### config.mk
export PLATFORM = sky130hd
export DESIGN_NAME = fetch_thread_scheduler
export DESIGN_NICKNAME = d
export VERILOG_FILES = /design/src/rtl/fetch_thread_scheduler.sv
export SDC_FILE = /design/constraint.sdc
export NUM_CORES = 1
export LEC_CHECK = 0
export CAP_MARGIN = 25
export CORE_AREA = 2 2 89 100
export CTS_BUF_LIST = sky130_fd_sc_hd__clkbuf_8
export DETAILED_ROUTE_END_ITERATION = 10
export DIE_AREA = 0 0 91 102
export GPL_TIMING_DRIVEN = 0
export PLACE_DENSITY = 0.75
export SLEW_MARGIN = 20
export SYNTH_ARGS = -nofsm -noshare
export SYNTH_HDL_FRONTEND = slang
export SYNTH_SLANG_ARGS = --single-unit
### constraint.sdc
create_clock -name clk -period 2.1 [get_ports clk]
set_clock_uncertainty 0.15 [all_clocks]
set_input_delay 0.525 -clock clk [delete_from_list [all_inputs] [get_ports clk]]
set_output_delay 0.525 -clock clk [all_outputs]
set_load 0.05 [all_outputs]
### src/rtl/fetch_thread_scheduler.sv
// Multithreaded fetch front end: per-thread PCs, round-robin thread pick, miss parking
// and branch redirects, driving the i-cache request and the pr_i2d pc/thread_id.
module fetch_thread_scheduler #(
   parameter int unsigned NUM_THREADS      = 2,
   parameter int unsigned TID_W            = $clog2(NUM_THREADS),
   parameter logic [31:0] RESET_PC         = 32'h0000_0000,
   parameter logic [31:0] THREAD_PC_STRIDE = 32'h0010_0000
) (
   input  logic                   clk,
   input  logic                   rst_n,
   input  logic                   i_stall,
   input  logic [NUM_THREADS-1:0] i_thread_enable,
   input  logic                   i_inst_valid,
   input  logic                   i_miss,
   input  logic                   i_fill_done,
   input  logic [TID_W-1:0]       i_fill_thread,
   input  logic                   i_redirect_valid,
   input  logic [TID_W-1:0]       i_redirect_thread,
   input  logic [31:0]            i_redirect_pc,
   output logic                   o_valid,
   output logic [31:0]            o_pc,
   output logic [TID_W-1:0]       o_thread_id,
   output logic [NUM_THREADS-1:0] o_blocked
);

   typedef enum logic {
      RUN    = 1'b0,
      PARKED = 1'b1
   } thr_state_e;

   logic [TID_W-1:0]                  cur;
   logic [TID_W-1:0]                  nxt_cur;
   logic [TID_W-1:0]                  cand;
   logic                              found;
   logic [NUM_THREADS-1:0][31:0]      pc_all;
   logic [NUM_THREADS-1:0]            blocked;
   logic [NUM_THREADS-1:0]            blk_nxt;
   logic [NUM_THREADS-1:0]            elig;
   logic [NUM_THREADS-1:0]            sched;
   logic                              elig_cur;
   logic                              fire;
   logic                              accept;
   logic                              miss_fire;
   logic                              advance;
   logic [31:0]                       redir_pc;

   assign redir_pc  = i_redirect_pc & ~32'h0000_0003;
   assign elig      = i_thread_enable & ~blocked;
   assign elig_cur  = elig[cur];
   assign fire      = elig_cur & ~i_stall;
   assign accept    = fire & i_inst_valid;
   assign miss_fire = fire & i_miss;
   // An idle (ineligible) pointer moves on even without a fetch, so it never sticks.
   assign advance   = ~i_stall & (~elig_cur | i_inst_valid | i_miss);
   // Pick among threads as they will be after this cycle's miss/fill updates.
   assign sched     = i_thread_enable & ~blk_nxt;

   for (genvar t = 0; t < NUM_THREADS; t++) begin : g_thr
      thr_state_e  st;
      logic [31:0] pc_q;
      logic        mine_cur;
      logic        park;
      logic        unpark;

      assign mine_cur   = (cur == TID_W'(t));
      assign park       = miss_fire & mine_cur;
      assign unpark     = i_fill_done & (i_fill_thread == TID_W'(t));
      assign blocked[t] = (st == PARKED);
      assign blk_nxt[t] = park | (blocked[t] & ~unpark);
      assign pc_all[t]  = pc_q;

      always_ff @(posedge clk or negedge rst_n) begin
         if (!rst_n) begin
            st   <= RUN;
            pc_q <= RESET_PC + THREAD_PC_STRIDE * 32'(t);
         end else begin
            if (i_redirect_valid && (i_redirect_thread == TID_W'(t))) begin
               pc_q <= redir_pc;
            end else if (accept && mine_cur) begin
               pc_q <= pc_q + 32'd4;
            end
            case (st)
               RUN:     if (park) st <= PARKED;
               PARKED:  if (unpark) st <= RUN;
               default: st <= RUN;
            endcase
         end
      end
   end

   // Scan cur+1 .. cur+NUM_THREADS so the current thread is the last choice.
   always_comb begin
      nxt_cur = cur;
      found   = 1'b0;
      cand    = cur;
      for (int unsigned k = 1; k <= NUM_THREADS; k++) begin
         cand = TID_W'((32'(cur) + k) % NUM_THREADS);
         if (!found && sched[cand]) begin
            found   = 1'b1;
            nxt_cur = cand;
         end
      end
   end

   always_ff @(posedge clk or negedge rst_n) begin
      if (!rst_n) begin
         cur <= '0;
      end else if (advance) begin
         cur <= nxt_cur;
      end
   end

   assign o_valid     = elig_cur;
   assign o_pc        = pc_all[cur];
   assign o_thread_id = cur;
   assign o_blocked   = blocked;

   a_hit_miss_exclusive: assert property (@(posedge clk) disable iff (!rst_n)
      !(i_inst_valid && i_miss));

endmodule
* Word level (Yosys, flattened, before mapping) *
Cells that the tools add are included.

storage, ports and cells
  bits in latches = 0
  memories = 0
  input bits = 43
  RAM bits = 0
  bits in read-only memories = 0
  flip-flop bits (word level) = 67
  output and inout bits = 36

operators by class
  shift-type cells = 0
  eq/ne operators = 0
  multiply operators = 0
  $lt $le $gt $ge = 3
  $add $sub $neg = 4
  muxes and demuxes = 21
  reductions and logical operators = 10
  bitwise logic cells = 27
  div/mod/pow operators = 0

operators by type and width
  cell                                                 count
  2-to-1 mux 32 bit                                    6
  adder 32 x 3 -> 32 bit (second input constant)       2
  2-to-1 mux 1 bit                                     13
  AND 1 bit                                            10
  inverter 1 bit                                       9
  < comparator 1 x 2 -> 1 bit (second input constant)  3
  nonzero test 2 bit                                   3
  logical AND 1 bit                                    5
  AND 2 bit                                            2
  inverter 2 bit                                       2
  OR 1 bit                                             4
  case mux 1 bit (2 select lines)                      2
  adder 1 bit (second input constant)                  2
  AND reduction 2 bit                                  1
  logical NOT 1 bit                                    1

* Logic depth before layout (Yosys ltp) *
  depth after elaboration = 17
  mapped depth = 7
  gate-level depth less buffers = 5

* Worst setup path after synthesis *
OpenSTA, ideal clock, no wires.

  path type = register -> output
  from = register cur, in the netlist o_thread_id
  to = output o_pc[10]
  buffers on the path = 2
  arrival = 2.156 ns
  setup slack = -0.731 ns
  cell stages (with the launch flop) = 4
  cell sequence = dfrtp_1 > buf_2 > clkbuf_1 > o21ai_0

between the ends
  word-level cells in the longest chain between the ends = 2

ends and longest elaborated chain
  element                                                line  source
  start, declared                                        31    logic [TID_W-1:0] cur;
  start signal, assigned                                 109   cur <= nxt_cur;
  2-to-1 mux 32 bit (implied by the code) (2 in series)  114   assign o_pc = pc_all[cur];
  end, declared                                          21    output logic [31:0] o_pc,

No other way between the ends. The select of a mux whose other input is x is not followed.

* Worst setup path after layout *
  from = register cur, in the netlist o_thread_id
  to = output o_pc[30]

Same word-level chain as after synthesis.

==> impl_results.md <==
- Outcome: finished, violations left
- Failing checks: negative setup slack
- Reg clk slew, reported paths: 0.07 ns
- Area share of the leading cell type in the synthesized netlist: 38.92%
- Vias in the first global route: 3,976
- ANT nets after route: 0
- Core area: 8233 um^2
- Synth Cell Area: 3986 um^2
- Cell accounting for the most synthesized area: dfrtp_1
- Fmax achieved: 0.4444 GHz
- Reg2reg start: g_thr[1].pc_q[20]
- Max_slew headroom: 54.82%
- Final Wtd Congestion: 0.9248
- Mux cell area share after synthesis: 8.694%
- CTS Buf Count: 9
- Max FO, Critical Path: 10
- Worst Hold Class: reg -> reg
- Initial antenna violation count: 0
- Synth Area in XOR/XNOR: 12.30%
- Synth Area in Adders: 0.6277%
- Placed insts: 634
- Seq cells post-synth: 63
- Vias per cell: 5.856
- Worst setup SP type: flop
- Port bufs: 73
- Reg-to-Reg End: g_thr[1].pc_q[30]
- Synthesized instance count: 448
- Non-filler instance count after layout: 681
- Main combinational cell family by area after synthesis: simple AND/OR/NAND/NOR gates
- RSZ-0062 raised after global routing: true
- Max-cap violation count: 0
- Largest net degree at the start of global routing: 36
- Die Wd: 91 um
- Area grow syn2layout: 42.44%
- Final setup violation count: 30
- Sequential area share after synthesis: 39.58%
- Worst skew pair latency: 0.36 ns
- Syn_area_per_cell: 8.898 um^2
- Hold WS: 0.4141 ns
- Crit path DAT: 1.58 ns
- Worst Tran Pin Value: 0.6778 ns
- Layout fillers: 665
- GRT Residual Overflow: 0
- Post-route DRC violation count: 0
- Clk sink count: 63
- # diodes: 0
- Synth warnings: 0
- Die height: 102 um
- CP endpoint kind: output port
- Mean routed wirelength per cell: 18.90 um
- Part of the cycle the worst path needs: 107.2%
- First-pass DRT Iterations: 5
- Leading post-synthesis cells by cell area: dfrtp_1 (39%), mux2_2 (8.2%), nand2_1 (7.3%), xnor2_1 (7.0%), xor2_1 (5.3%)
- FP Rows: 35
- Worst endpoint required time: 1.42 ns
- Vias after detailed routing: 3,988
- Area of the die: 9282 um^2
- Initial DRC count: 400
- Hpwl dp: 8399 um
- Final hold viol count: 0
- Min-delay src: g_thr[1].st
- Max Root-Sink Buffers: 2
- Setup ws final: -0.1502 ns
- Hold path depth: 2
- Worst VDD drop: 487.2 uV
- Worst reg-to-reg path cell count: 5
- Period minus WS final: 2.250 ns
- Max Slew Vio Count: 0
- CTS root buffer: clkbuf_8
- First-pass GRT wire length: 19,860 um
- Final net count: 610
- Hold endpoint: g_thr[1].st
- Library cells used by synthesis: 42
- Total GRT Usage: 27.49%
- CTS H-tree lvls: 3
- Simple-gate share of the synthesized area: 26.15%
- CTS tree: done
- IO Pins: 79
- Final wirelength: 12,870 um
- CP Class: reg -> out
- Leakage: 2.275 nW
- Layout cells sized above 1: 28.42%
- R2R Setup Slk: -0.02 ns
- Initial Utilization: 48.42%
- Post-synthesis compound-gate area fraction: 8.663%
- PwrDens: 1022 nW/um^2
## critical path, cell delays in order, from the launching register on
cell	delay (ns)
dfrtp_2	0.40
buf_12	0.15
buf_12	0.14
mux2_2	0.37
buf_6	0.16
## per-layer routing
layer / vias up / global-route usage [%] / share of wire (%)
li1: 1802 / - / -
met1: 1950 / 34.35 / 41
met2: 194 / 45.70 / 49
met3: 42 / 4.572 / 6.4
met4: 0 / 15.62 / 3.5
met5: - / 0 / 0
## cell usage in the layout, fill, tap and decap left out, types with 7 or more instances in the layout
| cell | n |
|---|---|
| nand2_1 | 78 |
| dfrtp_1 | 59 |
| o21ai_1 | 38 |
| buf_6 | 36 |
| clkdlybuf4s50_1 | 35 |
| xnor2_1 | 31 |
| buf_4 | 31 |
| mux2_2 | 27 |
| nand4_1 | 25 |
| xor2_1 | 24 |
| o21ai_0 | 20 |
| nand3_1 | 18 |
| nor2_1 | 13 |
| inv_1 | 9 |
| clkbuf_8 | 9 |
| buf_12 | 7 |
| clkbuf_1 | 7 |
| and3_1 | 7 |
| nor3_1 | 7 |
| nor3_2 | 7 |
## what timing repair did
item	4_1_cts	5_1_grt
hold buffers	1	0
gates cloned	1	1
buffers inserted	13	17
endpoints found under the hold margin	28	0
pin swaps	6	12
setup endpoints to repair	88	85
resized for setup	262	31
## worst max path at each step
stage	from	slack, ns	depth (start not counted)	endpoint
after floorplan	o_thread_id	-0.01	3	o_pc[19]
after global placement	rst_n	-1.97	1	o_thread_id
after detailed placement	i_thread_enable[0]	-0.67	4	o_valid
after CTS	o_thread_id	-0.17	4	o_pc[21]
after global routing	o_thread_id	-0.18	4	o_pc[17]
final	o_thread_id	-0.15	4	o_pc[30]
## flip-flops by register name, summed over array words and instances, names as in the netlist
name and flops:
o_thread_id 1, g_thr.pc_q 60, g_thr.st 2
## report_power, final
| group | total, mW | internal, mW | leakage [nW] | switching, mW |
|---|---|---|---|---|
| Sequential | 1.64 | 1.40 | 0.769 | 0.248 |
| Combinational | 2.97 | 1.28 | 1.40 | 1.69 |
| Clock | 1.19 | 0.660 | 0.106 | 0.530 |
| Total | 5.80 | 3.33 | 2.28 | 2.47 |
## cell families after synthesis
group                      count (synthesis)
other                                      1
adders and majority gates                  2
buffers and inverters                     35
and+or+nand+nor                          193
xor gates and xnor gates                  56
DFF                                       63
muxes                                     31
AOI/OAI and AO/OA                         67
## final cells by class
cell class	count	area, um^2	share of cell area (%)
sequential	63	1582	27.85
clock buffer	9	123.9	2.182
inverter	8	30.03	0.5289
multi-input combinational	351	2395	42.18
tap	111	138.9	2.446
buffer	25	227.7	4.011
timing repair buffer	107	1092	19.24
clock inverter	7	88.84	1.565
## through the flow
step | area (um^2) | total power, mW | setup slack, ns | utilization (%) | setup TNS, ns
5_1_grt | 5678 | 6.005 | -0.1793 | 68.97 | -4.850
3_3_place_gp | 4886 | 4.102 | -1.970 | 59.35 | -151.80
6_report | 5678 | 5.801 | -0.1502 | 68.97 | -3.479
3_5_place_dp | 4903 | 4.143 | -0.6663 | 59.56 | -43.49
2_1_floorplan | 4016 | 3.321 | -0.01166 | - | -0.2385
4_1_cts | 5451 | 5.634 | -0.1689 | 66.22 | -3.368
## synthesized netlist by cell type
cell type,number
a21oi_1,2
a311oi_1,1
a31oi_1,2
a41oi_1,1
and2_1,7
and3_1,8
and3_4,1
and4_1,4
and4bb_2,1
buf_1,2
buf_2,4
buf_4,5
clkbuf_1,16
conb_1,1
dfrtp_1,62
dfstp_2,1
ha_1,2
inv_1,8
mux2_2,29
mux2i_1,2
nand2_1,78
nand2b_1,1
nand3_1,20
nand3_2,1
nand3b_1,1
nand4_1,25
nand4_2,2
nor2_1,13
nor2b_1,2
nor3_1,12
nor3_2,3
nor4_1,7
nor4_2,2
nor4_4,1
nor4b_1,1
nor4b_4,1
o21ai_0,25
o21ai_1,36
or4_1,1
or4b_1,1
xnor2_1,32
xor2_1,24
Note: power is estimated with default switching activity, not from simulation.
==> patch 1 (same flow settings) <==
Set the parameter `NUM_THREADS` to 4 (it was 2).
--- a/src/rtl/fetch_thread_scheduler.sv
+++ b/src/rtl/fetch_thread_scheduler.sv
@@ -1,7 +1,7 @@
 // Multithreaded fetch front end: per-thread PCs, round-robin thread pick, miss parking
 // and branch redirects, driving the i-cache request and the pr_i2d pc/thread_id.
 module fetch_thread_scheduler #(
-   parameter int unsigned NUM_THREADS      = 2,
+   parameter int unsigned NUM_THREADS      = 4,
    parameter int unsigned TID_W            = $clog2(NUM_THREADS),
    parameter logic [31:0] RESET_PC         = 32'h0000_0000,
    parameter logic [31:0] THREAD_PC_STRIDE = 32'h0010_0000
Interface: changed (5 resized); port bits go from 79 to 86. The function was not compared with the original's and may differ.
==> patch 1 against the original RTL <==
The run now fails in global placement without I/O (3_1_place_gp_skip_io); area after synthesis increased by 110%.
==> patch 1: results <==
group,metric,value,unit
run_status,lastStage,"global placement without I/O (3_1_place_gp_skip_io)",
synth,synth-seq-area-share,38.03,%
synth,yosysWarnings,0,
run_status,outcome,"stopped before the end",
synth,synthArstFlopShare,100.0,%
synth,ys_top_cells_by_area,"dfrtp_1, xnor2_1, mux4_2",
synth,ys_ff_latch,126,
synth,synth_cell_types,50,
synth,syn-instance-count,894,
run_status,error,"[ERROR GPL-0301] Utilization 116.010 % exceeds 100%.",
synth,yosys-top-cells-count,"dfrtp_1, nand2_1, xnor2_1, nor2_1, a21oi_1",
==> patch 1: changes by cell type after synthesis, moves of 10 or more <==
| cell | change |
|---|---|
| dfrtp_1 | +60 |
| a21oi_1 | +60 |
| nor4_2 | +10 |
| clkbuf_1 | +18 |
| nor3_1 | +25 |
| nand2_1 | +29 |
| inv_1 | +15 |
| and3_1 | +14 |
| nand3_1 | +17 |
| nor2_1 | +66 |
| mux2_2 | -27 |
| mux4_2 | +32 |
| xnor2_1 | +55 |
==> patch 1: cell families after synthesis <==
group / after synthesis / share of synthesized area (%)
AND/OR/NAND/NOR: 380 / 25.34
adder cells (fa/ha/maj): 8 / 1.205
buffers and inverters: 86 / 4.851
flip-flops: 126 / 38.03
other: 1 / 0.04516
multiplexers: 38 / 9.432
AO/OA/AOI/OAI: 140 / 8.965
XOR/XNOR: 115 / 12.13
==> patch 2 (same settings) <==
Without the edit above. Make the reset (`rst_n`) synchronous in 2 clocked blocks.
--- a/src/rtl/fetch_thread_scheduler.sv
+++ b/src/rtl/fetch_thread_scheduler.sv
@@ -69,7 +69,7 @@
       assign blk_nxt[t] = park | (blocked[t] & ~unpark);
       assign pc_all[t]  = pc_q;
 
-      always_ff @(posedge clk or negedge rst_n) begin
+      always_ff @(posedge clk) begin
          if (!rst_n) begin
             st   <= RUN;
             pc_q <= RESET_PC + THREAD_PC_STRIDE * 32'(t);
@@ -102,7 +102,7 @@
       end
    end
 
-   always_ff @(posedge clk or negedge rst_n) begin
+   always_ff @(posedge clk) begin
       if (!rst_n) begin
          cur <= '0;
       end else if (advance) begin
Behaviour: differs if rst_n is asserted again (counterexample within 4 cycles, from zero or initial values and one cycle with rst_n low); with rst_n held inactive, the same outputs for 4 cycles.
==> patch 2 against the original RTL <==
The run still ends with setup timing left; area after synthesis decreased by 2.1%; setup slack improved by 0.018 ns; register-to-register slack got worse by 0.06 ns; critical path depth increased by 1; critical endpoint is now o_pc[27]; sequential cell count unchanged; cell count increased by 2.3%; cell area increased by 1.6%; die area unchanged; utilization increased by 1.1 points; wire length increased by 14%.
Power is not compared: it rests on default switching activity, and its combinational part moved more than twofold at a synthesized area within 25%.
==> patch 2: results <==
group,metric,value,unit
worst_setup_path,reg2reg_depth,9,
worst_setup_path,ff2ff_setup_slack,-0.08,ns
global_routing,grt_pass1_vias,4205,
worst_setup_path,reg2reg_from,"o_thread_id$_SDFFE_PN0P_",
synth,synth_xor_xnor_area_share,12.57,%
placement,hpwl,9518,microns
sta,slew_headroom,54.09,%
global_routing,track_usage,30.76,%
global_routing,grt_max_degree,11,
placement,io_buffers,72,
final_layout,drive_gt1_share,26.96,%
placement,postPlaceCellArea,0.004848,sq mm
worst_setup_path,r2r_end,"g_thr[0].pc_q[30]$_SDFFE_PN0P_",
clock_tree,clk_pin_slew,0.07,ns
sta,setup_viol,34,
run_status,violations,"setup timing",
final_layout,fill_cells,643,
worst_hold_path,hold_end,"g_thr[0].pc_q[30]$_SDFFE_PN0P_",
final_layout,regMostFlops,"g_thr.pc_q",
drt,vias_per_cell,6.181,
final_layout,nets,627,
sta,setup_ws,-0.1320,ns
synth,synthArstFlopShare,0,%
worst_setup_path,cp.arrival,1.56,ns
sta,finalSetupTns,-2.593,ns
drt,routedWlPerCell,21.11,microns
synth,yosysWarnings,0,
synth,yosys-mux-area-fraction,7.441,%
synth,synthAdderAreaFrac,0.6414,%
synth,synth_compound_area_share,16.93,%
drt,drt_iter0_drc,437,
run_status,outcome,"finished, violations left",
synth,yosys-top-cells-count,"dfxtp_1, o21ai_0, a21oi_1, nand2_1",
synth,ys_top_cells_by_area,"dfxtp_1, mux2_2, xnor2_1",
worst_setup_path,crit_fanout,8,
global_routing,grt_pass1_wl,22260,microns
worst_hold_path,min_from,"g_thr[0].pc_q[30]$_SDFFE_PN0P_",
synth,synth_cell_types,45,
placement,place.gp.congestion,0.9295,
final_layout,largest_reg_flops,60,
[patch 2: worst max path at each step]
stage	startpoint	end	slack, ns	cells past startpoint
finish	o_thread_id$_SDFFE_PN0P_	o_pc[27]	-0.13	5
global route	o_thread_id$_SDFFE_PN0P_	g_thr[0].pc_q[30]$_SDFFE_PN0P_	-0.15	9
CTS	o_thread_id$_SDFFE_PN0P_	o_pc[30]	-0.15	6
detailed placement	i_stall	g_thr[0].pc_q[30]$_SDFFE_PN0P_	-0.80	7
global placement	i_stall	g_thr[1].pc_q[31]$_SDFFE_PN0P_	-1.02	6
floorplan	o_thread_id$_SDFFE_PN0P_	o_pc[13]	-0.03	5
[patch 2: what timing repair did]
action | CTS | global route
pin swaps | 9 | 17
cloned | 3 | 0
endpoints found under the hold margin | 0 | 0
setup endpoints to repair | 87 | 76
gates resized for setup | 313 | 47
buffers inserted | 14 | 9
[patch 2: kinds of logic after synthesis]
family	Yosys count
xor gates and xnor gates	56
adders and majority gates	2
and+or+nand+nor	171
muxes	26
DFF	63
other	1
buffers and inverters	40
AOI/OAI and AO/OA	118
[patch 2: through the flow]
step | hold slack (ns) | worst slack [ns] | instances | utilization, %
CTS | 0.3910 | -0.1454 | 693 | 67.99
global route | 0.4481 | -0.1455 | 697 | 70.05
global placement | 0.3418 | -1.019 | 661 | 58.80
detailed placement | 0.3796 | -0.8033 | 662 | 58.89
floorplan | 0.3256 | -0.02544 | 478 | -
finish | 0.3899 | -0.1320 | 697 | 70.05
[patch 2: worst max-delay path: stages, from the launching register on]
cell and delay (ns):
dfxtp_2 0.34, buf_12 0.14, buf_12 0.13, buf_12 0.14, mux2_4 0.31, buf_8 0.15
[patch 2: area by class of cell]
cell class              count  area share [%]
repair buffers             96           19.09
inverters                   7          0.4556
multi-input cells         375           49.01
plain buffers              30           3.884
clock inverters             5          0.4556
well taps                 111           2.408
flip-flops and latches     63           22.30
clock buffers              10           2.387
[patch 2: power by group]
group          internal (W)  total (W)  switching [W]
clock              0.000444   0.000949       0.000505
combinational      0.000438   0.000961       0.000523
sequential          0.00127    0.00139       0.000114
[patch 2: routing by layer]
layer | GRT usage [%] | routed length (microns)
met1 | 38.31 | 5649
met2 | 52.31 | 7111
met3 | 5.088 | 1346
met4 | 14.80 | 607
met5 | 0 | 0
